### config.mk
export PLATFORM = sky130hd
export DESIGN_NAME = frame_capture_ctrl
export DESIGN_NICKNAME = d
export VERILOG_FILES = /design/src/rtl/frame_capture_pkg.sv /design/src/rtl/frame_capture_ctrl_fb_rd_addr.sv /design/src/rtl/frame_capture_ctrl.sv
export SDC_FILE = /design/constraint.sdc
export NUM_CORES = 1
export LEC_CHECK = 0
export ABC_AREA = 1
export CORE_UTILIZATION = 45
export DETAILED_ROUTE_END_ITERATION = 7
export HOLD_SLACK_MARGIN = 0.06
export PLACE_DENSITY = 0.84
export SETUP_SLACK_MARGIN = 0.5
export SLEW_MARGIN = 20
export SYNTH_ARGS = -nofsm -noshare
export SYNTH_HDL_FRONTEND = slang
export SYNTH_SLANG_ARGS = --single-unit
export TNS_END_PERCENT = 100
### constraint.sdc
create_clock -name clk -period 2.4 [get_ports clk]
set_input_delay 0.48 -clock clk [delete_from_list [all_inputs] [get_ports clk]]
set_output_delay 0.48 -clock clk [all_outputs]
set_load 0.01 [all_outputs]
### src/rtl/frame_capture_pkg.sv
// Shared state type and default geometry for the frame capture controller.
package frame_capture_pkg;

    typedef enum logic [1:0] {
        ST_IDLE    = 2'd0,
        ST_ARMED   = 2'd1,
        ST_CAPTURE = 2'd2,
        ST_DONE    = 2'd3
    } cap_state_t;

    localparam int DEF_H_RES  = 640;
    localparam int DEF_V_RES  = 480;
    localparam int DEF_ADDR_W = 19;

endpackage

### src/rtl/frame_capture_ctrl_fb_rd_addr.sv
// Display-side frame-buffer read address: row-major linear address, zero when
// the requested coordinate falls outside the active image.
module fb_rd_addr
    import frame_capture_pkg::*;
#(
    parameter int H_RES  = DEF_H_RES,
    parameter int V_RES  = DEF_V_RES,
    parameter int ADDR_W = DEF_ADDR_W
) (
    input  logic              clk,
    input  logic              rst_n,
    input  logic [9:0]        rd_x,
    input  logic [9:0]        rd_y,
    output logic [ADDR_W-1:0] rd_addr
);

    localparam int AW1 = ADDR_W + 1;
    localparam logic [31:0]    H_LIM = 32'(H_RES);
    localparam logic [31:0]    V_LIM = 32'(V_RES);
    localparam logic [AW1-1:0] H_MUL = AW1'(H_RES);

    logic              in_range_s;
    logic [AW1-1:0]    lin_s;
    logic [ADDR_W-1:0] rd_addr_r;

    // Coordinate clamp and linear address, one bit wider than the buffer
    always_comb begin
        in_range_s = ({22'd0, rd_x} < H_LIM) && ({22'd0, rd_y} < V_LIM);
        lin_s      = AW1'(rd_y) * H_MUL + AW1'(rd_x);
    end

    // Registered read address
    always_ff @(posedge clk or negedge rst_n) begin
        if (!rst_n) begin
            rd_addr_r <= {ADDR_W{1'b0}};
        end else if (in_range_s && !lin_s[ADDR_W]) begin
            rd_addr_r <= lin_s[ADDR_W-1:0];
        end else begin
            rd_addr_r <= {ADDR_W{1'b0}};
        end
    end

    assign rd_addr = rd_addr_r;

endmodule

### src/rtl/frame_capture_ctrl.sv
// Captures one CSI frame of RGB888 pixels into a linear frame buffer.
// Define FRAME_CAPTURE_CONTINUOUS_EN to re-arm automatically after every frame.
module frame_capture_ctrl
    import frame_capture_pkg::*;
#(
    parameter int H_RES  = DEF_H_RES,
    parameter int V_RES  = DEF_V_RES,
    parameter int ADDR_W = DEF_ADDR_W
) (
    input  logic              clk,
    input  logic              rst_n,
    input  logic              arm,
    input  logic              frame_start,
    input  logic              frame_end,
    input  logic              line_end,
    input  logic              pix_valid,
    input  logic [23:0]       pix_data,
    input  logic [9:0]        rd_x,
    input  logic [9:0]        rd_y,
    output logic              wr_en,
    output logic [ADDR_W-1:0] wr_addr,
    output logic [23:0]       wr_data,
    output logic [ADDR_W-1:0] rd_addr,
    output logic              busy,
    output logic              done,
    output logic              overflow,
    output logic [9:0]        line_count
);

    localparam int AW1 = ADDR_W + 1;
    localparam logic [AW1-1:0] PIX_TOTAL = AW1'(H_RES * V_RES);
    localparam logic [9:0]     LINE_MAX  = 10'(V_RES);

    cap_state_t        state_r;
    cap_state_t        next_s;
    logic [AW1-1:0]    addr_r;
    logic [9:0]        line_count_r;
    logic              overflow_r;
    logic              wr_en_r;
    logic [ADDR_W-1:0] wr_addr_r;
    logic [23:0]       wr_data_r;
    logic              capture_s;
    logic              start_s;
    logic              full_s;

    // Next-state decode; a frame_start inside CAPTURE restarts rather than ends
    always_comb begin
        next_s = state_r;
        case (state_r)
            ST_IDLE: begin
                if (arm) next_s = ST_ARMED;
                else     next_s = ST_IDLE;
            end
            ST_ARMED: begin
                if (frame_start) next_s = ST_CAPTURE;
                else             next_s = ST_ARMED;
            end
            ST_CAPTURE: begin
                if (frame_end && !frame_start) next_s = ST_DONE;
                else                           next_s = ST_CAPTURE;
            end
            ST_DONE: begin
`ifdef FRAME_CAPTURE_CONTINUOUS_EN
                next_s = ST_ARMED;
`else
                if (arm) next_s = ST_ARMED;
                else     next_s = ST_DONE;
`endif
            end
            default: next_s = ST_IDLE;
        endcase
    end

    // Capture qualifiers
    always_comb begin
        capture_s = (state_r == ST_CAPTURE);
        start_s   = frame_start && ((state_r == ST_ARMED) || capture_s);
        full_s    = (addr_r == PIX_TOTAL);
    end

    // State register
    always_ff @(posedge clk or negedge rst_n) begin
        if (!rst_n) state_r <= ST_IDLE;
        else        state_r <= next_s;
    end

    // Write datapath: pixels past the buffer end are dropped and flagged
    always_ff @(posedge clk or negedge rst_n) begin
        if (!rst_n) begin
            addr_r       <= {AW1{1'b0}};
            line_count_r <= 10'd0;
            overflow_r   <= 1'b0;
            wr_en_r      <= 1'b0;
            wr_addr_r    <= {ADDR_W{1'b0}};
            wr_data_r    <= 24'd0;
        end else begin
            wr_en_r <= 1'b0;
            if (start_s) begin
                addr_r       <= {AW1{1'b0}};
                line_count_r <= 10'd0;
                if (!capture_s) overflow_r <= 1'b0;
            end else if (capture_s) begin
                if (pix_valid) begin
                    if (full_s) begin
                        overflow_r <= 1'b1;
                    end else begin
                        wr_en_r   <= 1'b1;
                        wr_addr_r <= addr_r[ADDR_W-1:0];
                        wr_data_r <= pix_data;
                        addr_r    <= addr_r + {{ADDR_W{1'b0}}, 1'b1};
                    end
                end
                if (line_end && (line_count_r < LINE_MAX)) begin
                    line_count_r <= line_count_r + 10'd1;
                end
            end
        end
    end

    fb_rd_addr #(
        .H_RES (H_RES),
        .V_RES (V_RES),
        .ADDR_W(ADDR_W)
    ) u_rd_addr (
        .clk    (clk),
        .rst_n  (rst_n),
        .rd_x   (rd_x),
        .rd_y   (rd_y),
        .rd_addr(rd_addr)
    );

    assign busy       = (state_r == ST_ARMED) || (state_r == ST_CAPTURE);
    assign done       = (state_r == ST_DONE);
    assign wr_en      = wr_en_r;
    assign wr_addr    = wr_addr_r;
    assign wr_data    = wr_data_r;
    assign overflow   = overflow_r;
    assign line_count = line_count_r;

endmodule
==> qor.yml, run 1 <==
yosys:
  seq_area_frac_synth: 0.474
  synth_edf_count: 0
  syn-num-nets: 705
  synth_area_leader_cell: "dfrtp_1"
  synth.most_common_cell: "nand2_1"
  ys.flop_type: "dfrtp_1"
  async_flop_share: 1.00
  synth_top_area_frac: 0.474
  synthCells: 626
  ys_warn_count: 0
  yosys-top-cells-count: "nand2_1, dfrtp_1, inv_1, nand3_1, nor2_1"
  avgSynthCellArea_um2: 8.09
  mappedNetlistArea_um2: 5070
  ys_types: 32
  ys_seq_elements: 96
  synthTopCellsByArea: "dfrtp_1, nand2_1, ha_1, inv_1, nand3_1"
finish:
  fin_nets: 873
  n_fill_cell: 869
  seq_area_um2: 2410
  fin_cells: 939
  multi_input_area_um2: 2660
  design_area_um2: 7330
  post_route_cells_drive_above_1_share: 0.159
  syn_to_final_growth_pct: 44.6
  diodes: 0
place:
  gp_congestion: 0.925
  dp_cells: 911
  post_dp_cell_area_um2: 6730
  numPortBuffers: 126
  dpl.hpwl_um: 9750
global_route:
  grt_max_degree: 52
  grt_pass1_vias: 4617
  grt_usage: 0.238
  antenna_found_initial: 0
  grt_pass1_wl_um: 21700
  globalRouteOverflowTotal: 0
power:
  cellInternalPower_mw: 3.51
  combPwrFrac: 0.401
  leakagePower_nw: 3.38
  switchingPower_mw: 1.81
  p_clk_frac: 0.204
  powerDensity_nw_per_um2: 727
  power.total_mw: 5.33
  seqPwrFrac: 0.395
  switching_share: 0.340
  max-vdd-ir-drop_uv: 428
timing:
  rsz0062_at_grt: "true"
  worst-slew-pin-transition_ns: 0.777
  fin_crit_ns: 2.23
  max_freq_ghz: 0.448
  fin_skew_ns: 0.00990
  slew_violations: 0
  finalHoldViolations: 0
  fin_crit_sh: 0.931
  hold_slack_ns: 0.478
  relSlewSlack: 0.482
  setup_viol: 0
setup_path:
  worst_setup_path_end_kind: "register"
  required_ns: 2.65
  critPathMaxFanout: 5
  path_class: "input port to register"
  crit_path_start_kind: "input port"
  r2r_setup_slack_ns: 0.41
  worst_ep_arrival_time_ns: 2.48
clocking:
  clk_pin_slew_ns: 0.08
  cts.path.max_buffers: 2
  cts_tree: "built"
  root_buffer: "clkbuf_8"
  clock_latency_ns: 0.36
  cts_inserted_buffers: 9
  cts.sinks: 96
  h-tree-depth: 3
floorplanning:
  io_pins: 127
  core_area_um2: 10900
  fp.dieArea_um2: 11700
  rows: 38
  die_h_um: 108
  start_util: 0.465
  die_w_um: 108
worst_hold_path:
  worst_hold_path_type: "register to register"
detailed_routing:
  first_pass_iters: 5
  wl_um: 13800
  drc_errors: 0
  drt-initial-drc-count: 294
  via_count: 4897
  wire_per_inst_um: 14.7
  vias_per_cell: 5.22
  antenna_left: 0
outcome:
  status: "completed"
job:
  cap_viol_max_count: 0
layer usage:
layer	global-route usage	vias to the layer above	wire length, um
li1	-	2343	-
met1	0.297	2368	5680
met2	0.400	155	7000
met3	0.0452	31	795
met4	0.105	0	338
met5	0	-	0
logic make-up (layout without fill, tap and decap cells):
group           Yosys count  after routing  synth area share
flops                    96             96             0.474
fa+ha+maj                28             28            0.0721
buf+inv                  87            257            0.0719
xor+xnor                 20             20            0.0346
simple gates            329            332             0.277
compound gates           66             66            0.0709
sequential cells by signal (all words and copies together) (netlist names):
| name | flops |
|---|---|
| state_r | 2 |
| overflow | 1 |
| wr_data | 24 |
| line_count | 10 |
| wr_addr | 19 |
| wr_en | 1 |
| addr_r | 20 |
| u_rd_addr.rd_addr | 19 |
layout make-up:
cell class	count	share of cell area
Multi-Input combinational cell	446	0.363
Sequential cell	96	0.328
Tap cell	140	0.0239
Clock buffer	12	0.0212
Timing Repair Buffer	167	0.218
Clock inverter	4	0.00717
Inverter	74	0.0383
power groups by stage:
stage | clock [mW] | combinational, mW | sequential, mW
after floorplan | 0 | 0.785 | 2.26
after global placement | 0 | 1.91 | 2.12
after detailed placement | 0 | 1.97 | 2.14
after CTS | 1.11 | 2.07 | 2.11
after global routing | 1.20 | 2.34 | 2.14
final | 1.09 | 2.13 | 2.10
final timing paths:
| path | startpoint | to | cells after the start |
|---|---|---|---|
| max | rd_y[4] | u_rd_addr.rd_addr[13]$_DFF_PN0_ | 11 |
| min reg2reg | wr_data[11]$_DFFE_PN0P_ | wr_data[11]$_DFFE_PN0P_ | 2 |
| max reg2reg | addr_r[1]$_DFFE_PN0P_ | wr_addr[1]$_DFFE_PN0P_ | 11 |
| max in group asynchronous | rst_n | u_rd_addr.rd_addr[15]$_DFF_PN0_ | 3 |
| min | wr_data[11]$_DFFE_PN0P_ | wr_data[11]$_DFFE_PN0P_ | 2 |
| min in group asynchronous | rst_n | wr_addr[4]$_DFFE_PN0P_ | 2 |
placed cells by master, fill, tap and decap left out, types with 5 or more instances in the layout:
master / count
nand2_1: 190
nand3_2: 5
inv_1: 71
clkbuf_8: 11
o21ai_0: 39
nand2_2: 8
o31ai_1: 6
xor2_1: 15
nor2_2: 11
nand2_4: 5
ha_4: 13
ha_1: 12
nand3_1: 42
a21oi_1: 13
buf_4: 37
clkdlybuf4s50_1: 113
nor2_1: 34
nor2_4: 5
nor3_1: 12
dfrtp_1: 93
nand4_1: 12
what timing repair did:
action | in CTS | in global routing
pin swaps | 23 | 6
hold endpoints to repair | 18 | 0
hold buffers | 1 | 0
endpoints found under the setup margin | 84 | 85
gates cloned | 3 | 0
buffers inserted | 5 | 3
resized for setup | 63 | 32
critical path, stage by stage:
cell	delay, ns
clkdlybuf4s15_2	0.22
ha_4	0.24
fa_2	0.59
buf_4	0.12
nand3_2	0.07
nor2_4	0.12
nand3_4	0.08
nor2_4	0.15
nand3_4	0.19
nand2_4	0.16
nor2_2	0.06
metrics by stage:
stage / setup slack, ns / utilization / TNS [ns]
after floorplan: 0.0438 / - / 0
after global placement: -0.539 / 0.618 / -9.19
after detailed placement: -0.625 / 0.618 / -11.40
after CTS: 0.208 / 0.660 / 0
after global routing: 0.104 / 0.673 / 0
final: 0.166 / 0.673 / 0
No activity file was read; power rests on OpenSTA's default activity.
==> run 2: changes to the inputs <==
==> constraint.sdc (replaced) <==
create_clock -name clk -period 2.4 [get_ports clk]
set_input_delay 0.24 -clock clk [delete_from_list [all_inputs] [get_ports clk]]
set_output_delay 0.24 -clock clk [all_outputs]
set_load 0.01 [all_outputs]
==> qor.yml, run 2 (same netlist as run 1, synthesis figures left out) <==
finish:
  fin_nets: 890  # +1.9%
  diodes: 0  # unchanged
  layout_commonest_cell: "nand2_1"
  largest_reg_flops: 24  # unchanged
  syn_to_final_growth_pct: 49.8
  design_area_um2: 7590  # +3.6%
  final_util: 0.697  # +0.0241
  layout_common_cells: "nand2_1, clkdlybuf4s50_1, dfrtp_1, inv_1, buf_4"
  n_fill_cell: 821  # -5.5%
  fin_cells: 956  # +1.8%
  post_route_cells_drive_above_1_share: 0.197  # +0.0384
outcome:
  status: "completed"
detailed_routing:
  vias_per_cell: 5.15  # -1.2%
  antenna_left: 0  # unchanged
  wl_um: 14300  # +3.8%
  first_pass_iters: 5  # unchanged
  drc_errors: 0  # unchanged
  drt-initial-drc-count: 247  # -16%
  wire_per_inst_um: 15.0  # +1.9%
  via_count: 4925  # +0.57%
global_route:
  grt_max_degree: 50  # -3.8%
  antenna_found_initial: 0  # unchanged
  grt_pass1_vias: 4724  # +2.3%
  grt_pass1_wl_um: 21700  # about the same
  grt_usage: 0.237  # -0.000528
  globalRouteOverflowTotal: 0  # unchanged
floorplanning:
  start_util: 0.465  # unchanged
  die_h_um: 108  # unchanged
  core_area_um2: 10900  # unchanged
  io_pins: 127  # unchanged
  die_w_um: 108  # unchanged
  rows: 38  # unchanged
  fp.dieArea_um2: 11700  # unchanged
worst_hold_path:
  holdPathStages: 4  # +2
  min_to: "u_rd_addr.rd_addr[7]$_DFF_PN0_"
  worst_hold_path_type: "input port to register"
  min_from: "rd_y[0]"
clocking:
  root_buffer: "clkbuf_8"
  cts_inserted_buffers: 9  # unchanged
  clk_pin_slew_ns: 0.09  # about the same
  cts_tree: "built"
  cts.sinks: 96  # unchanged
  cts.path.max_buffers: 2  # unchanged
  h-tree-depth: 3  # unchanged
  clock_latency_ns: 0.36  # about the same
timing:
  fin_crit_ns: 1.97  # -0.262 ns
  relSlewSlack: 0.557  # +0.0751
  setup_viol: 0  # unchanged
  timing.setup.tns_ns: 0  # unchanged
  setup_slack_ns: 0.428  # +0.262 ns
  max_freq_ghz: 0.507  # +13%
  rsz0062_at_grt: "true"
  fin_skew_ns: 0.0101  # +0.000241 ns
  slew_violations: 0  # unchanged
  worst-slew-pin-transition_ns: 0.665  # -0.113 ns
  finalHoldViolations: 0  # unchanged
  fin_crit_sh: 0.822  # -0.109
setup_path:
  r2r_start: "state_r[0]$_DFF_PN0_"
  required_ns: 2.70  # +0.05 ns
  ff2ff_path_depth: 10  # -1
  path_class: "input port to register"
  worst_ep_arrival_time_ns: 2.27  # -0.21 ns
  crit_path_start_kind: "input port"
  r2r_setup_slack_ns: 0.52  # +0.11 ns
  r2r-end: "wr_addr[12]$_DFFE_PN0P_"
  worst_setup_path_end_kind: "register"
  critPathMaxFanout: 3  # -2
power:
  leakagePower_nw: 3.50  # +3.7%
  max-vdd-ir-drop_uv: 489  # +14%
  powerDensity_nw_per_um2: 722  # -0.70%
place:
  post_dp_cell_area_um2: 6670  # -0.89%
  dpl_worst_slack_ns: -0.400  # +0.225 ns
  dpl.hpwl_um: 9480  # -2.8%
  gp_congestion: 0.946  # +2.3%
  dp_cells: 903  # -0.88%
  numPortBuffers: 126  # unchanged
job:
  cap_viol_max_count: 0  # unchanged
run 2: cell count changes in the layout (fill, tap and decap cells not counted), sizes merged:
| cell | previous run | this run |
|---|---|---|
| dlygate4sd2 | 2 | 3 |
| clkdlybuf4s15 | 5 | 0 |
| inv | 74 | 72 |
| clkdlybuf4s50 | 113 | 112 |
| clkbuf | 13 | 16 |
| clkinv | 0 | 4 |
| buf | 45 | 60 |
| dlymetal6s2s | 0 | 2 |
run 2: layout make-up:
class / count / area, um^2 / area share
inverters: 74 / 289 / 0.0381
clock inverters: 6 / 60.1 / 0.00791
well taps: 140 / 175 / 0.0231
repair buffers: 184 / 1770 / 0.234
clock buffers: 10 / 128 / 0.0168
multi-input cells: 446 / 2760 / 0.363
flip-flops and latches: 96 / 2410 / 0.317
run 2: metrics by stage:
| stage | power [mW] | hold WS, ns |
|---|---|---|
| global route | 5.82 | 0.290 |
| global placement | 4.01 | 0.295 |
| floorplan | 3.05 | -0.0556 |
| detailed placement | 4.09 | 0.299 |
| CTS | 5.24 | 0.282 |
| finish | 5.48 | 0.298 |
run 2: worst max path at each step:
| stage | start | to | depth (start not counted) |
|---|---|---|---|
| 6_report | rd_y[1] | u_rd_addr.rd_addr[18]$_DFF_PN0_ | 14 |
| 5_1_grt | rd_y[1] | u_rd_addr.rd_addr[16]$_DFF_PN0_ | 12 |
| 4_1_cts | addr_r[0]$_DFFE_PN0P_ | wr_addr[16]$_DFFE_PN0P_ | 11 |
| 3_5_place_dp | rd_y[3] | u_rd_addr.rd_addr[1]$_DFF_PN0_ | 13 |
| 3_3_place_gp | rd_y[1] | u_rd_addr.rd_addr[18]$_DFF_PN0_ | 13 |
| 2_1_floorplan | rd_y[1] | u_rd_addr.rd_addr[15]$_DFF_PN0_ | 11 |
run 2: repair_timing:
item,CTS,global route
pin swaps,12,29
setup endpoints to repair,94,79
cloned,3,6
buffers inserted,6,21
gates resized for setup,70,61
endpoints found under the hold margin,48,0
hold buffers,1,0
run 2: report_power, final:
part           leakage (nW)  internal [mW]  switching (mW)
registers              1.28           1.93           0.184
clock network        0.0920          0.477           0.556
logic                  2.13           1.17            1.16
run 2: routing by layer:
metal | vias up | GRT usage | wire length (um)
met3 | 34 | 0.0488 | 754
met2 | 162 | 0.406 | 7380
met5 | - | 0 | 0
li1 | 2378 | - | -
met4 | 0 | 0.0998 | 371
met1 | 2351 | 0.290 | 5830
run 2: worst max-delay path, stage by stage:
cell	delay, ns
buf_8	0.10
ha_4	0.24
ha_4	0.16
fa_2	0.57
nand2_2	0.06
nor2_1	0.10
nand2_1	0.10
a21oi_2	0.18
nand3_2	0.13
nor2_4	0.13
nand2_1	0.06
nand2_1	0.05
nand2_1	0.05
nor2_1	0.10
